==> config.mk <==
export PLATFORM = sky130hd
export DESIGN_NAME = tx_frame_arb
export DESIGN_NICKNAME = d
export VERILOG_FILES = /design/src/rtl/tx_frame_arb.sv
export SDC_FILE = /design/constraint.sdc
export NUM_CORES = 1
export LEC_CHECK = 0
export CORE_MARGIN = 1.5
export CORE_UTILIZATION = 34
export CTS_BUF_LIST = sky130_fd_sc_hd__clkbuf_16
export DETAILED_ROUTE_END_ITERATION = 16
export PLACE_DENSITY = 0.59
export SYNTH_ARGS = -nofsm -noshare
export SYNTH_HDL_FRONTEND = slang
export SYNTH_SLANG_ARGS = --single-unit
==> constraint.sdc <==
create_clock -name clk -period 3.6 [get_ports clk]
set_input_delay 0.36 -clock clk [delete_from_list [all_inputs] [get_ports clk]]
set_output_delay 0.36 -clock clk [all_outputs]
set_load 0.005 [all_outputs]
==> src/rtl/tx_frame_arb.sv <==
// rtl/tx_frame_arb.sv - frame-atomic round-robin arbiter feeding the uart1 TX FIFO
`timescale 1ns/1ps
module tx_frame_arb #(
  parameter logic [4:0]  AFULL_LVL = 5'd30,
  parameter logic [7:0]  MAX_FRAME = 8'd200,
  parameter logic [15:0] TIMEOUT   = 16'd11059
) (
  input  logic        clk,
  input  logic        rst,
  input  logic        ena,
  input  logic [2:0]  req,
  input  logic [2:0]  vld,
  input  logic [2:0]  last,
  input  logic [7:0]  din0,
  input  logic [7:0]  din1,
  input  logic [7:0]  din2,
  output logic [2:0]  ack,
  output logic [2:0]  gnt,
  output logic        tx_fifo_wen,
  output logic [7:0]  tx_fifo_wdata,
  input  logic        tx_fifo_full,
  input  logic [4:0]  tx_fifo_usedw,
  output logic [15:0] frm_cnt,
  output logic        err_ovf,
  output logic        err_tmo
);

  typedef enum logic {IDLE, XFER} state_t;

  state_t      state;
  logic [1:0]  rr_ptr;
  logic [1:0]  g_idx;
  logic [7:0]  byte_cnt;
  logic [15:0] tmo_cnt;

  logic        room;
  logic        g_vld;
  logic        g_last;
  logic        fire;
  logic [7:0]  g_din;
  logic [1:0]  nxt_idx;
  logic        nxt_any;
  logic [1:0]  cand;

  always_comb begin
    room   = !tx_fifo_full && (tx_fifo_usedw < AFULL_LVL);
    g_vld  = |(vld & gnt);
    g_last = |(last & gnt);
    // gnt is all-zero outside XFER, so ack needs no state term
    ack    = vld & gnt & {3{room}};
    fire   = (state == XFER) && g_vld && room;
    case (g_idx)
      2'd0:    g_din = din0;
      2'd1:    g_din = din1;
      default: g_din = din2;
    endcase
  end

  // scan req starting one past the last-granted index
  always_comb begin
    nxt_idx = 2'd0;
    nxt_any = 1'b0;
    cand    = rr_ptr;
    for (int k = 0; k < 3; k++) begin
      cand = (cand == 2'd2) ? 2'd0 : cand + 2'd1;
      if (!nxt_any && req[cand]) begin
        nxt_any = 1'b1;
        nxt_idx = cand;
      end
    end
  end

  always_ff @(posedge clk or negedge rst) begin
    if (!rst) begin
      state         <= IDLE;
      rr_ptr        <= 2'd2;
      g_idx         <= 2'd0;
      gnt           <= 3'b000;
      byte_cnt      <= 8'd0;
      tmo_cnt       <= 16'd0;
      tx_fifo_wen   <= 1'b0;
      tx_fifo_wdata <= 8'd0;
      frm_cnt       <= 16'd0;
      err_ovf       <= 1'b0;
      err_tmo       <= 1'b0;
    end else begin
      tx_fifo_wen <= 1'b0;
      err_ovf     <= 1'b0;
      err_tmo     <= 1'b0;
      case (state)
        IDLE: begin
          if (ena && nxt_any) begin
            gnt      <= 3'b001 << nxt_idx;
            g_idx    <= nxt_idx;
            byte_cnt <= 8'd0;
            tmo_cnt  <= 16'd0;
            state    <= XFER;
          end
        end
        XFER: begin
          if (fire) begin
            tx_fifo_wen   <= 1'b1;
            tx_fifo_wdata <= g_din;
            byte_cnt      <= byte_cnt + 8'd1;
            tmo_cnt       <= 16'd0;
            if (g_last) begin
              gnt     <= 3'b000;
              rr_ptr  <= g_idx;
              frm_cnt <= frm_cnt + 16'd1;
              state   <= IDLE;
            end else if (byte_cnt == MAX_FRAME - 8'd1) begin
              gnt     <= 3'b000;
              rr_ptr  <= g_idx;
              err_ovf <= 1'b1;
              state   <= IDLE;
            end
          end else if (!g_vld) begin
            // stalled-by-backpressure cycles leave tmo_cnt untouched
            if (tmo_cnt == TIMEOUT - 16'd1) begin
              gnt     <= 3'b000;
              rr_ptr  <= g_idx;
              err_tmo <= 1'b1;
              state   <= IDLE;
            end else begin
              tmo_cnt <= tmo_cnt + 16'd1;
            end
          end
        end
        default: state <= IDLE;
      endcase
    end
  end

endmodule

* Yosys cells after proc, flatten, opt, wreduce, memory -nomap -nowiden
Cells that the tools add are included.
Cells by class: equal/unequal tests 14, reductions and logical operators 20, order comparisons 4, multiplexer cells 53, bitwise gates (word level) 4, add/sub/neg operators 6, shift operators 1
Operators with widths (count):
- 2-to-1 mux 16 bit | 4
- adder 16 x 1 -> 16 bit (second input constant) | 2
- one-hot mux 16 bit (2 select lines) | 1
- one-hot mux 8 bit (2 select lines) | 2
- 2-to-1 mux 1 bit | 22
- 2-to-1 mux 2 bit | 11
- 2-to-1 mux 3 bit | 6
- equality test 16 x 14 -> 1 bit (second input constant) | 1
- 2-to-1 mux 8 bit | 2
- bitwise AND 3 bit | 3
- less-than comparator 2 x 3 -> 1 bit (second input constant) | 3
- adder 8 x 1 -> 8 bit (second input constant) | 1
- equality test 8 bit (second input constant) | 1
- AND reduction 4 bit | 2
- adder 2 x 1 -> 2 bit (second input constant) | 3
- binary-select mux 1 bit (select 2 bit) | 3
- equality test 2 bit (second input constant) | 3
- logical AND 1 bit | 6
- inequality test 3 x 2 -> 1 bit (second input constant) | 2
- one-hot mux 3 bit (2 select lines) | 1
- AND reduction 2 bit | 3
- AND reduction 3 bit | 2
- OR reduction 3 bit | 2
- less-than comparator 5 bit (second input constant) | 1
- other kinds (12) | 15
Storage, ports and cells: register bits 59, output and inout bits 33, input port bits 42, logic and storage cells 113

* Depth between registers and ports, before layout
Gate-level depths: netlist of the first run.
depth in word-level cells 14, gate-level depth with buffers 8, mapped depth without buffers 7

* Worst setup path before layout of the first run
OpenSTA, ideal clock, no wires.
path kind register -> register, start reg gnt[0], end reg tmo_cnt[13], arrival 2192 ps, library setup time 78 ps, period minus slack after synthesis 2270 ps, data required time 3522 ps, stages on the path, launching flop included 6, path buffers 0, path slack 1330 ps, cell sequence dfrtp_1 > a222oi_1 > a211oi_2 > a211o_1 > or4_1 > a21oi_1
On the way: word-level cells in the longest chain between the ends 6, elaborated cells on any way between the ends 9, those cells by class eq/ne (2); mux (2); bitwise (1); reduce/logical (4)
Ends and longest elaborated chain:
- start, declared | RTL line 18 | output logic [2:0] gnt,
- start signal, assigned | RTL line 93 | gnt <= 3'b001 << nxt_idx;
- bitwise AND 3 bit * | RTL line 47 | g_vld = |(vld & gnt);
- OR reduction 3 bit * | RTL line 47
- logical AND 1 bit (2 in a row) | RTL line 51 | fire = (state == XFER) && g_vld && room;
- inequality test 3 bit (no line), or another cell as far along
- AND reduction 3 bit (no line) / one-hot mux 16 bit (2 select lines) (equally long branches)
- end signal, assigned | RTL line 125 | tmo_cnt <= tmo_cnt + 16'd1;
- end, declared | RTL line 34 | logic [15:0] tmo_cnt;
Mark *: on every way between the ends. The rest lies on a longest branch, timed or not. A chain may end at the register's enable or synchronous reset.

* Worst setup path in the final report of the first run
start reg state, end reg frm_cnt[7]
On the way: word-level cells in the longest chain between the ends 3
Ends and longest elaborated chain:
- start, declared | RTL line 30 | state_t state;
- start signal, assigned | RTL line 75 | state <= IDLE;
- start signal, assigned | RTL line 97 | state <= XFER;
- start signal, assigned | RTL line 110 | state <= IDLE;
- logical AND 1 bit (2 in a row) | RTL line 51
- AND reduction 3 bit (no line) *
- end signal, assigned | RTL line 109 | frm_cnt <= frm_cnt + 16'd1;
- end, declared | RTL line 23 | output logic [15:0] frm_cnt,
Marked as above.

==> results_dict.tcl, run 1 <==
set metrics [dict create \
    status "complete, no violations" \
    p_sw_share_pct 31.3 \
    initial_utilization_pct 35.2 \
    synthSimpleGateAreaFrac_pct 22.1 \
    area_delta_synth_final_pct 36.1 \
    worstSkewPairLatency_ns 0.33 \
    final.setup.tns_ns 0 \
    min_path_type "in2async" \
    min_period_over_period_pct 72.3 \
    die_w_um 98.0 \
    drc 0 \
    cpPeakStageDelay_ns 0.73 \
    cts_resized 0 \
    ant_nets 0 \
    synth_top_area_cell "dfrtp_1" \
    drive_gt1_share_pct 10.2 \
    power_frac_seq_pct 40.3 \
    grt_setup_unrepaired "no" \
    fp-row-count 34 \
    slew_violations 0 \
    synth.distinct_cells 56 \
    routabilityCongestion 0.835 \
    power.share.clock_pct 33.9 \
    synth_fa_ha_area_share_pct 1.63 \
    syn_area_per_cell_um2 9.89 \
    die_area_mm2 0.00960 \
    yosysTopAreaCellShare_pct 47.3 \
    path_cells "inv_1 > or3_2 > nor3_1 > nand3_1 > xnor2_1" \
    yosys_warnings 0 \
    n_antenna_cell 0 \
    power_mw 2.41 \
    tightestPinTransition_ns 0.800 \
    regArea_mm2 0.00148 \
    internal-power_mw 1.66 \
    grtUsageTotal_pct 17.0 \
    wl_per_cell_um 15.2 \
    cts_buffers 9 \
    drv_cap 0 \
    clk_path_buf_depth 2 \
    syn-num-nets 356 \
    end_kind "flop" \
    port_buffers 73 \
    path_max_fanout 23 \
    synth_commonest_cells "dfrtp_1 (58), nor2_1 (29), nand2_1 (24), o21ai_0 (21), a21oi_1 (19)" \
    grt_pass1_wl_mm 13.1 \
    rr_endpoint "frm_cnt[7]" \
    firstDrtPassIters 4 \
    worstPathRequired_ns 3.81 \
    reg2reg_depth 5 \
    cts_sinks 59 \
    synthFlopType "dfrtp_1" \
    peakVddDrop_v 0.000251 \
    synth-compound-area-share_pct 14.2 \
    finClkSkew_ns 0.00942 \
    dp_slack_ns 0.708 \
    reg2reg_slack_ns 1.0 \
    min_period_ns 2.60 \
    setup_ws_ns 0.996 \
    routed_wl_mm 7.61 \
    synth_most_common_cell "dfrtp_1" \
    nFillCells 811 \
    hpwl_mm 5.50 \
    hold_viol 0 \
    yosys_register_bits 59 \
    ctsRootBufferMaster "clkbuf_16" \
    ys_seq_area_share_pct 48.2 \
    grt_pass1_vias 2666 \
    critPathKind "reg2reg" \
    fmax_mhz 384 \
    power_frac_comb_pct 25.7 \
    p_leak_nw 1.82 \
    synthMuxAreaShare_pct 3.71 \
    htreeDepth 3 \
    fp.dieH_um 98.0 \
    synth-xor-area-share_pct 6.85 \
    multi_input_area_mm2 0.00149 \
    grt_max_degree 33 \
    hold_buffers 0 \
    p_sw_mw 0.754 \
    cts_tree "built" \
    powerDensity_mw_per_mm2 578 \
    antenna_found_initial 0 \
    core_area_mm2 0.00872 \
    cp.arrival_ns 2.81 \
    synthTopCellsByArea "dfrtp_1 (47%), xnor2_1 (4.3%), nor2_1 (3.5%)" \
    slew-limit-headroom_pct 46.6 \
    io_pins 75 \
    critical-path-slowest-cell "or3_2" \
    synth_edf_count 0 \
    synthCells 310 \
    gr-total-overflow 0 \
    syn_area_mm2 0.00307 \
    clkSlewWorstSetupHoldPaths_ns 0.05 \
    async_flop_share_pct 100 \
    drt_iter0_drc 121 \
    cts_setup_buffers 0 \
    fin_nets 433 \
    synth_top_family_by_area "simple AND/OR/NAND/NOR gates" \
    avgViaCountPerCell 5.33 \
    setup_viol_count_final 0 \
    vias 2664 \
    start_kind "flop" \
    r2r-start "state" \
]
==> cell usage in the layout (no fill, tap or decap), types with 3 or more instances in the layout <==
cell,n
ha_1,4
and3_2,3
mux2_2,3
nor3_1,8
nand3_1,14
nor4_1,3
xor2_1,9
xnor2_1,15
clkbuf_16,9
or3_2,4
and4_1,4
o21ai_0,21
o31ai_1,4
and3_1,7
dfrtp_1,58
buf_4,4
a31o_2,4
nand4_1,10
nor2_1,29
mux2i_1,8
a21o_1,3
a21oi_1,19
nand2_1,24
inv_1,11
clkdlybuf4s50_1,72
==> layer usage <==
| layer | up-vias | wire length, um | global-route usage, % |
|---|---|---|---|
| met3 | 12 | 318 | 4.51 |
| met4 | 0 | 151 | 7.14 |
| met2 | 65 | 3620 | 26.7 |
| li1 | 1290 | - | - |
| met5 | - | 0 | 0 |
| met1 | 1297 | 3510 | 22.3 |
==> kinds of logic (layout without fill, tap and decap cells) <==
kind of cell / Yosys count / in the layout
adders and majority gates: 4 / 4
xor gates and xnor gates: 24 / 24
AOI/OAI and AO/OA: 67 / 67
DFF: 59 / 59
buffers and inverters: 20 / 102
and+or+nand+nor: 125 / 125
muxes: 11 / 11
==> metrics by stage <==
| stage | instance area (um2) | std cells | util (%) | hold WS [ns] |
|---|---|---|---|---|
| 2_1_floorplan | 3070 | 310 | - | 0.0644 |
| 3_3_place_gp | 3890 | 484 | 44.6 | 0.458 |
| 3_5_place_dp | 3890 | 484 | 44.6 | 0.455 |
| 4_1_cts | 4170 | 500 | 47.9 | 0.108 |
| 5_1_grt | 4170 | 500 | 47.9 | 0.155 |
| 6_report | 4170 | 500 | 47.9 | 0.0857 |
==> worst max-delay path by stage <==
stage	start	end	slack, ns	depth (start not counted)
floorplan	gnt[0]	tmo_cnt[13]	1.33	5
global placement	tx_fifo_usedw[2]	frm_cnt[11]	0.73	6
detailed placement	tx_fifo_usedw[2]	frm_cnt[11]	0.71	6
CTS	state	frm_cnt[7]	0.98	5
global route	state	frm_cnt[9]	0.65	5
finish	state	frm_cnt[7]	1.0	5
==> power groups by stage <==
stage	clock, mW	combinational, mW	sequential, mW
final	0.818	0.621	0.973
after global routing	0.865	0.700	1.00
after CTS	0.835	0.637	0.974
after detailed placement	0	0.632	0.983
after global placement	0	0.615	0.978
after floorplan	0	0.402	0.902
==> worst max-delay path: cells and delay by family (launching register included) <==
| kind | cells | cell delay (ns) |
|---|---|---|
| xor+xnor | 1 | 0.15 |
| buf+inv | 1 | 0.23 |
| flops | 1 | 0.54 |
| simple gates | 3 | 1.56 |
==> state kept, by name, summed over array words and instances (netlist names) <==
register and flops:
g_idx 2, state 1, err_ovf 1, tmo_cnt 16, tx_fifo_wen 1, rr_ptr 2, gnt 3, byte_cnt 8
tx_fifo_wdata 8, err_tmo 1, frm_cnt 16
==> cell type report <==
type                    count  share of cell area (%)
repair buffers             77                    18.1
inverters                   9                   0.809
multi-input cells         231                    35.6
clock inverters             7                    1.47
flip-flops and latches     59                    35.4
well taps                 108                    3.24
clock buffers               9                    5.40
Note: power is estimated with default switching activity, not from simulation.
==> run 2, diff against run 1 <==
- PLACE_DENSITY: 0.59 -> 0.61
- clock period: 3.6 -> 2.1 ns (I/O delays scaled with it)
==> run 2 against run 1 <==
  * Core utilization rose by 4.6 points
  * Cell count rose by 8.2%
  * Maximum frequency rose by 29%
  * Die area did not move
  * Register-to-register slack got worse by 0.92 ns
  * Clock-buffer cell count did not move
  * Critical path type unchanged
==> results_dict.tcl, run 2 (synthesis results as in run 1) <==
set metrics [dict create \
    n_antenna_cell 0 \
    power.share.clock_pct 32.2 \
    grtUsageTotal_pct 17.3 \
    final.setup.tns_ns 0 \
    rr_endpoint "tmo_cnt[11]" \
    tightestPinTransition_ns 0.545 \
    status "complete, no violations" \
    cts_buffers 9 \
    top_layer "met4" \
    clkSlewWorstSetupHoldPaths_ns 0.05 \
    fmax_mhz 495 \
    finClkSkew_ns 0.00590 \
    reg2reg_depth 6 \
    power_frac_seq_pct 36.3 \
    largestRegisters "frm_cnt (16), tmo_cnt (16)" \
    reg2reg_slack_ns 0.08 \
    port_buffers 73 \
    cpPeakStageDelay_ns 0.67 \
    whs_ns 0.414 \
    grt_setup_unrepaired "no" \
    final_cell_mix "clkdlybuf4s50_1 (71), dfrtp_1 (57), buf_4 (41), nor2_1 (29), nand2_1 (24)" \
    routabilityCongestion 0.864 \
    cts_sinks 59 \
    critical-path-slowest-cell "or4bb_2" \
    initial_utilization_pct 35.2 \
    met2_length_mm 3.73 \
    vias 2819 \
    io_pins 75 \
    routed_wl_mm 7.90 \
    fin_nets 474 \
    min_period_ns 2.02 \
    fp.dieH_um 98.0 \
    fp-row-count 34 \
    slew_violations 0 \
    peakVddDrop_v 0.000606 \
    min_path_type "in2async" \
    power_frac_comb_pct 31.4 \
    critPathKind "reg2reg" \
    drc 0 \
    ant_nets 0 \
    drt-met1-wl_mm 3.69 \
    p_leak_nw 2.07 \
    grt_max_degree 60 \
    die_w_um 98.0 \
    r2r-start "tmo_cnt[6]" \
    antenna_found_initial 0 \
    setup_viol_count_final 0 \
    grt_pass1_vias 2837 \
    area_delta_synth_final_pct 49.1 \
    drv_cap 0 \
    cts_tree "built" \
    gr-total-overflow 0 \
    p_sw_share_pct 30.6 \
    drive_gt1_share_pct 21.0 \
    ctsRootBufferMaster "clkbuf_16" \
    internal-power_mw 3.05 \
    wl_per_cell_um 14.6 \
    path_max_fanout 8 \
    multi_input_area_mm2 0.00154 \
    htreeDepth 3 \
    path_cells "or4bb_2 > nor4_4 > a211o_4 > buf_6 > o21ai_0 > a21oi_1" \
    grt_pass1_wl_mm 13.5 \
    slew-limit-headroom_pct 63.6 \
    powerDensity_mw_per_mm2 963 \
    wl_met3_um 314 \
    die_area_mm2 0.00960 \
    worstSkewPairLatency_ns 0.33 \
    start_kind "flop" \
    clk_path_buf_depth 2 \
    regArea_mm2 0.00148 \
    core_area_mm2 0.00872 \
    cp.arrival_ns 2.27 \
    worstPathRequired_ns 2.35 \
    firstDrtPassIters 6 \
    end_kind "flop" \
    drt_iter0_drc 91 \
    hold_viol 0 \
    nFillCells 775 \
    p_sw_mw 1.35 \
    hpwl_mm 5.79 \
    final_common_cell "clkdlybuf4s50_1" \
    avgViaCountPerCell 5.21 \
    min_period_over_period_pct 96.3 \
]
run 2: changes by cell type in the layout (fill, tap and decap cells not counted), moves of 2 or more:
cell and delta:
buf_4 +37, buf_6 +2, clkinv_1 -2, clkinv_2 +2
clkinv_4 +2
run 2: layer usage:
metal  global-route usage (%)  vias to the layer above
met5                        0                        -
met4                     7.47                        0
met3                     4.08                       18
met2                     26.3                       73
met1                     23.5                     1353
li1                         -                     1375
run 2: layout make-up:
| class | instances | area share [%] |
|---|---|---|
| Clock inverter | 7 | 1.53 |
| Timing Repair Buffer | 118 | 23.8 |
| Tap cell | 108 | 2.96 |
| Sequential cell | 59 | 32.3 |
| Inverter | 9 | 0.739 |
| Clock buffer | 9 | 4.93 |
| Multi-Input combinational cell | 231 | 33.7 |
run 2: repair_timing:
| action | 4_1_cts | 5_1_grt |
|---|---|---|
| setup buffers | 1 | 4 |
| pin swaps | 1 | 8 |
| hold buffers | 1 | 0 |
| setup endpoints to repair | 10 | 7 |
| resized for setup | 4 | 11 |
| endpoints found under the hold margin | 58 | 0 |
run 2: worst max-delay path by stage:
| stage | end | start |
|---|---|---|
| after CTS | tmo_cnt[11] | tmo_cnt[6] |
| after floorplan | tmo_cnt[13] | gnt[0] |
| after detailed placement | tmo_cnt[13] | vld[1] |
| after global routing | tmo_cnt[14] | tmo_cnt[6] |
| final | tmo_cnt[11] | tmo_cnt[6] |
| after global placement | tmo_cnt[11] | tmo_cnt[6] |
run 2: worst max-delay path: cells and delay by family (launching register included):
family | cells | cell delay (ns)
simple gates | 2 | 0.96
compound gates | 3 | 0.46
flops | 1 | 0.38
buf+inv | 1 | 0.14
run 2: power by group through the flow:
stage | logic, mW | clock network (mW) | registers [mW]
detailed placement | 1.32 | 0 | 1.61
CTS | 1.35 | 1.45 | 1.60
global placement | 1.29 | 0 | 1.61
global route | 1.54 | 1.51 | 1.64
finish | 1.38 | 1.42 | 1.60
floorplan | 0.691 | 0 | 1.55
run 2: stage by stage:
stage,cell area [um2],setup WS [ns],power (mW),utilization [%],cells
6_report,4570,0.0780,4.40,52.4,541
5_1_grt,4570,0.00224,4.69,52.4,541
4_1_cts,4500,0.0335,4.40,51.6,537
3_5_place_dp,4170,-0.249,2.93,47.8,519
3_3_place_gp,4170,-0.220,2.90,47.8,519
2_1_floorplan,3070,-0.0596,2.24,-,310
==> run 3, diff against run 2 <==
- CORE_ASPECT_RATIO: default -> 1.25
- PLACE_DENSITY: 0.61 -> default
- PLACE_DENSITY_LB_ADDON: default -> 0.05
==> run 3 against run 2 <==
  * Cell count up 2.2%
  * Non-clock buffer count shrank 1
  * Worst hold slack better by 0.012 ns
  * Sequential share of layout area decreased by 0.17 points
  * Global-route usage is 0.58 points higher
  * Combinational power increased by 3%
  * Die area about the same
  * Flip-flop and latch count stayed put
  * Largest power group unchanged
  * Clock power hardly changed
  * Clock-buffer cell count unchanged
  * Worst setup slack lost 0.038 ns
==> results_dict.tcl, run 3 (synthesis results as in run 1) <==
set metrics [dict create \
    status "complete, no violations" \
    slew-limit-headroom_pct 64.1 \
    start_kind "flop" \
    initial_utilization_pct 35.2 \
    cp.arrival_ns 2.30 \
    path_cells "inv_1 > ha_2 > or4bb_4 > nor4_4 > a211o_2 > buf_6 > o31ai_1 > a21oi_1" \
    routed_wl_mm 7.98 \
    internal-power_mw 3.06 \
    power.share.clock_pct 31.8 \
    final_common_cell "clkdlybuf4s50_1" \
    grtUsageTotal_pct 17.8 \
    io_pins 75 \
    finClkSkew_ns 0.00607 \
    postLayoutCoreUtil_pct 52.8 \
    reg2reg_depth 8 \
    critPathKind "reg2reg" \
    power_frac_comb_pct 32.0 \
    p_sw_mw 1.36 \
    tightestPinTransition_ns 0.539 \
    ctsRootBufferMaster "clkbuf_16" \
    p_leak_nw 2.06 \
    setup_viol_count_final 0 \
    firstDrtPassIters 5 \
    reg2reg_slack_ns 0.04 \
    ant_nets 0 \
    area_delta_synth_final_pct 49.9 \
    setup_ws_ns 0.0401 \
    r2r-start "tmo_cnt[0]" \
    drv_cap 0 \
    worstSkewPairLatency_ns 0.33 \
    grt_pass1_vias 2740 \
    routabilityCongestion 0.800 \
    cts_tree "built" \
    cts_sinks 59 \
    slew_violations 0 \
    crit_buf_inv 2 \
    min_period_ns 2.06 \
    grt_pass1_wl_mm 13.0 \
    critical-path-slowest-cell "or4bb_4" \
    power_frac_seq_pct 36.2 \
    die_area_mm2 0.00960 \
    clkSlewWorstSetupHoldPaths_ns 0.05 \
    cts_buffers 9 \
    wl_per_cell_um 14.4 \
    power_mw 4.43 \
    path_max_fanout 5 \
    p_sw_share_pct 30.8 \
    fp.dieH_um 109 \
    final_cell_mix "clkdlybuf4s50_1 (72), dfrtp_1 (57), buf_4 (39), nor2_1 (29), nand2_1 (24)" \
    fp-row-count 38 \
    cpPeakStageDelay_ns 0.48 \
    vias 2789 \
    worstPathRequired_ns 2.34 \
    rr_endpoint "tmo_cnt[13]" \
    nFillCells 816 \
    port_buffers 73 \
    gr-total-overflow 0 \
    dp_slack_ns -0.256 \
    end_kind "flop" \
    drt_iter0_drc 109 \
    hold_viol 0 \
    final.setup.tns_ns 0 \
    powerDensity_mw_per_mm2 963 \
    drc 0 \
    min_period_over_period_pct 98.1 \
    antenna_found_initial 0 \
    grt_max_degree 60 \
    n_antenna_cell 0 \
    htreeDepth 3 \
    largestRegisters "frm_cnt (16), tmo_cnt (16)" \
    core_area_mm2 0.00870 \
    cp_top_family "simple AND/OR/NAND/NOR gates" \
    peakVddDrop_v 0.000433 \
    fmax_mhz 485 \
    fin_nets 474 \
    grt_setup_unrepaired "yes" \
    hpwl_mm 5.69 \
    clk_path_buf_depth 2 \
    drive_gt1_share_pct 21.9 \
    die_w_um 87.9 \
    avgViaCountPerCell 5.04 \
    min_path_type "in2async" \
]
run 3: cell types whose count changed in the layout (fill, tap and decap cells not counted), sizes merged:
| cell | change |
|---|---|
| buf | -1 |
| clkinv | -1 |
| a211o | +1 |
| dlymetal6s2s | -1 |
| clkdlybuf4s50 | +1 |
| clkinvlp | +1 |
run 3: power by group through the flow:
stage	registers, mW	logic, mW	clock network, mW
6_report	1.60	1.42	1.41
5_1_grt	1.65	1.58	1.50
4_1_cts	1.61	1.37	1.45
3_5_place_dp	1.62	1.36	0
3_3_place_gp	1.62	1.35	0
2_1_floorplan	1.55	0.691	0
run 3: worst max-delay path by stage:
stage | startpoint | endpoint | cells after the start
4_1_cts | tmo_cnt[13] | tmo_cnt[11] | 6
5_1_grt | tmo_cnt[0] | tmo_cnt[14] | 8
2_1_floorplan | gnt[0] | tmo_cnt[13] | 5
6_report | tmo_cnt[0] | tmo_cnt[13] | 8
3_3_place_gp | tx_fifo_usedw[2] | tmo_cnt[13] | 6
3_5_place_dp | tx_fifo_usedw[2] | tmo_cnt[13] | 6
run 3: cell type report:
type	count	area (um2)	share of cell area [%]
Tap cell	120	150	3.27
Timing Repair Buffer	117	1090	23.7
Sequential cell	59	1480	32.2
Inverter	9	33.8	0.735
Clock inverter	7	60.1	1.31
Multi-Input combinational cell	232	1560	33.9
Clock buffer	9	225	4.90
run 3: tightest hold or removal path, cell delays in order:
cell and delay (ns):
dlygate4sd3_1 0.52, buf_2 0.12, buf_12 0.29
run 3: per-stage QoR:
stage,instance area (um2),instances,hold WS [ns]
2_1_floorplan,3070,310,-0.0856
3_3_place_gp,4220,534,0.246
3_5_place_dp,4220,534,0.246
4_1_cts,4520,551,0.439
5_1_grt,4600,553,0.461
6_report,4600,553,0.426
run 3: routing by layer:
| metal | up-vias | track usage (%) | wire, um |
|---|---|---|---|
| met5 | - | 0 | 0 |
| met1 | 1326 | 23.5 | 3720 |
| met2 | 75 | 27.3 | 3710 |
| li1 | 1378 | - | - |
| met4 | 0 | 7.03 | 131 |
| met3 | 10 | 5.22 | 427 |
run 3: repair_timing:
action,4_1_cts,5_1_grt
endpoints found under the setup margin,9,9
endpoints found under the hold margin,58,0
gates resized for setup,2,20
cloned,0,1
pin swaps,0,9
hold buffers,1,0
setup buffers,0,1
==> patch: new RTL, flow settings as in run 2 <==
Make the reset (`rst`) synchronous in one clocked block.
--- a/src/rtl/tx_frame_arb.sv
+++ b/src/rtl/tx_frame_arb.sv
@@ -70,7 +70,7 @@
     end
   end
 
-  always_ff @(posedge clk or negedge rst) begin
+  always_ff @(posedge clk) begin
     if (!rst) begin
       state         <= IDLE;
       rr_ptr        <= 2'd2;
Check against the original RTL: differs if rst is asserted again (counterexample within 4 cycles, from zero or initial values and one cycle with rst low); with rst held inactive, the same outputs for 4 cycles.
==> patch against run 2 <==
Sequential cell count is the same. Die area shrank 5.2%. Hold slack gained 0.036 ns. Area after synthesis fell by 5.3%. Design area fell by 6.5%. Highest routed layer unchanged. Worst setup slack gained 0.035 ns. Routed wire length increased by 1.2%.
Power is not compared: it rests on default switching activity, and its combinational part moved more than twofold at a synthesized area within 25%.
==> patch: results (changes against run 2) <==
Synth warnings 0 (unchanged); worst reg2reg path endpoint tmo_cnt[9] (was tmo_cnt[11]); xor/xnor share of the synthesized area 0.0483 (was 0.0685); worst r2r src tmo_cnt[0] (was tmo_cnt[6]); total track usage 0.190 (was 0.173); Routed WL 8000 um (was 7900 um); Setup crit start tx_fifo_usedw[2] (was tmo_cnt[6]); adder-cell share of the synthesized area 0.0172 (was 0.0163); Buffers on Ports 73 (unchanged); met3 usage 0.0726 (was 0.0408); Critical Path Fanout Max 3 (was 8); Final Wtd Congestion 0.760 (was 0.864); H-tree depth 3 (unchanged); top layer in use met4 (unchanged); NumNets Final 500 (was 474); FFs w/ async S/R, synth 0 (was 1.00); register area share after synthesis 0.407 (was 0.482); vias in the first global route 2818 (was 2837); Peak VDD IR 471 uV; initial drt markers 82 (was 91); Worst R2R Setup Slack 0.11 ns (was 0.08 ns); Metal-1 WL 3570 um (was 3690 um); grt met1 use 0.222 (was 0.235); # fillers 830 (was 775); Hold Path Class reg -> reg (was in -> async); worst r2r path cells 8 (was 6); Slew headroom 0.607 (was 0.636); Synthesized Nets 404 (was 356); Critical Path End ack[1] (was tmo_cnt[11]); met3 wire len 463 um (was 314 um); run status completed (unchanged); Synth cell types 46 (was 56); share of cells above drive strength 1 0.105 (was 0.210); global-route wire length before repair 13200 um (was 13500 um); DRT Pass-1 Iters 4 (was 6); top post-synthesis cells by area dfxtp_1 (41%), nand2_1 (6.2%), a21oi_1 (5.0%), nor2_1 (4.5%), mux2i_1 (3.8%) (was dfrtp_1 (47%), xnor2_1 (4.3%), nor2_1 (3.5%), o21ai_0 (3.4%), a21oi_1 (3.1%)); top cell type's share of synthesized area 0.407 (was 0.473); Worst Clk Skew 0.00546 ns (was 0.00590 ns); biggest regs frm_cnt: 16 flops, tmo_cnt: 16 flops (unchanged); met2 GRT Util 0.317 (was 0.263); Worst Setup Slack post-DPL -0.223 ns (was -0.249 ns); Max Root-Sink Buffers 2 (unchanged); DR vias 2958 (was 2819); Compound-Gate Fraction of Synth Area 0.183 (was 0.142); synth cell count leaders dfxtp_1 (59), nand2_1 (48), nor2_1 (35) (was dfrtp_1 (58), nor2_1 (29), nand2_1 (24)); CP arrival 1.78 ns (was 2.27 ns); met2 wire len 3850 um (was 3730 um); Detail Placement HPWL 5760 um (was 5790 um); largest net degree at the start of global routing 39 (was 60); clk slew on worst S/H paths 0.05 ns (about the same); Root Driver clkbuf_16 (unchanged); initial antenna violation count 0 (unchanged); Max Fclk 503 MHz (was 495 MHz); post-synthesis mux area share 0.0379 (was 0.0371); Clock Latency Late Sink 0.33 ns (about the same)
[patch: area by class of cell]
| type | count | area (um^2) | share of cell area |
|---|---|---|---|
| multi-input combinational | 272 | 1630 | 0.380 |
| tap | 105 | 131 | 0.0307 |
| clock inverter | 7 | 108 | 0.0252 |
| inverter | 12 | 45.0 | 0.0105 |
| sequential | 59 | 1180 | 0.277 |
| clock buffer | 9 | 225 | 0.0527 |
| timing repair buffer | 100 | 958 | 0.224 |
[patch: stage by stage]
step                instance area (um^2)  setup TNS (ns)  std cells
finish                              4280               0        564
global route                        4280               0        564
detailed placement                  3930           -2.33        548
CTS                                 4260               0        564
floorplan                           2900         -0.0548        358
global placement                    3930           -1.72        548
[patch: power by group]
group,internal (mW),switching (mW)
clock,1.14,0.499
sequential,1.13,0.0135
combinational,0.152,0.123
[patch: repair_timing]
item	4_1_cts	5_1_grt
hold buffers	0	0
buffers inserted	0	0
endpoints found under the setup margin	0	3
gates resized for setup	0	2
[patch: critical path: stages]
cell and delay, ns:
clkdlybuf4s50_1 0.42, a41oi_1 0.21, buf_4 0.17, buf_4 0.11, and3_1 0.15, clkdlybuf4s50_1 0.51
[patch: worst min path at each step]
stage | slack, ns | cells after the start | end | start
floorplan | 0.41 | 2 | g_idx[0] | req[1]
global placement | 0.44 | 2 | tx_fifo_wdata[4] | tx_fifo_wdata[4]
detailed placement | 0.45 | 2 | tx_fifo_wdata[7] | tx_fifo_wdata[7]
CTS | 0.45 | 2 | tx_fifo_wdata[0] | tx_fifo_wdata[0]
global route | 0.47 | 2 | tx_fifo_wdata[0] | tx_fifo_wdata[0]
finish | 0.45 | 2 | tx_fifo_wdata[0] | tx_fifo_wdata[0]
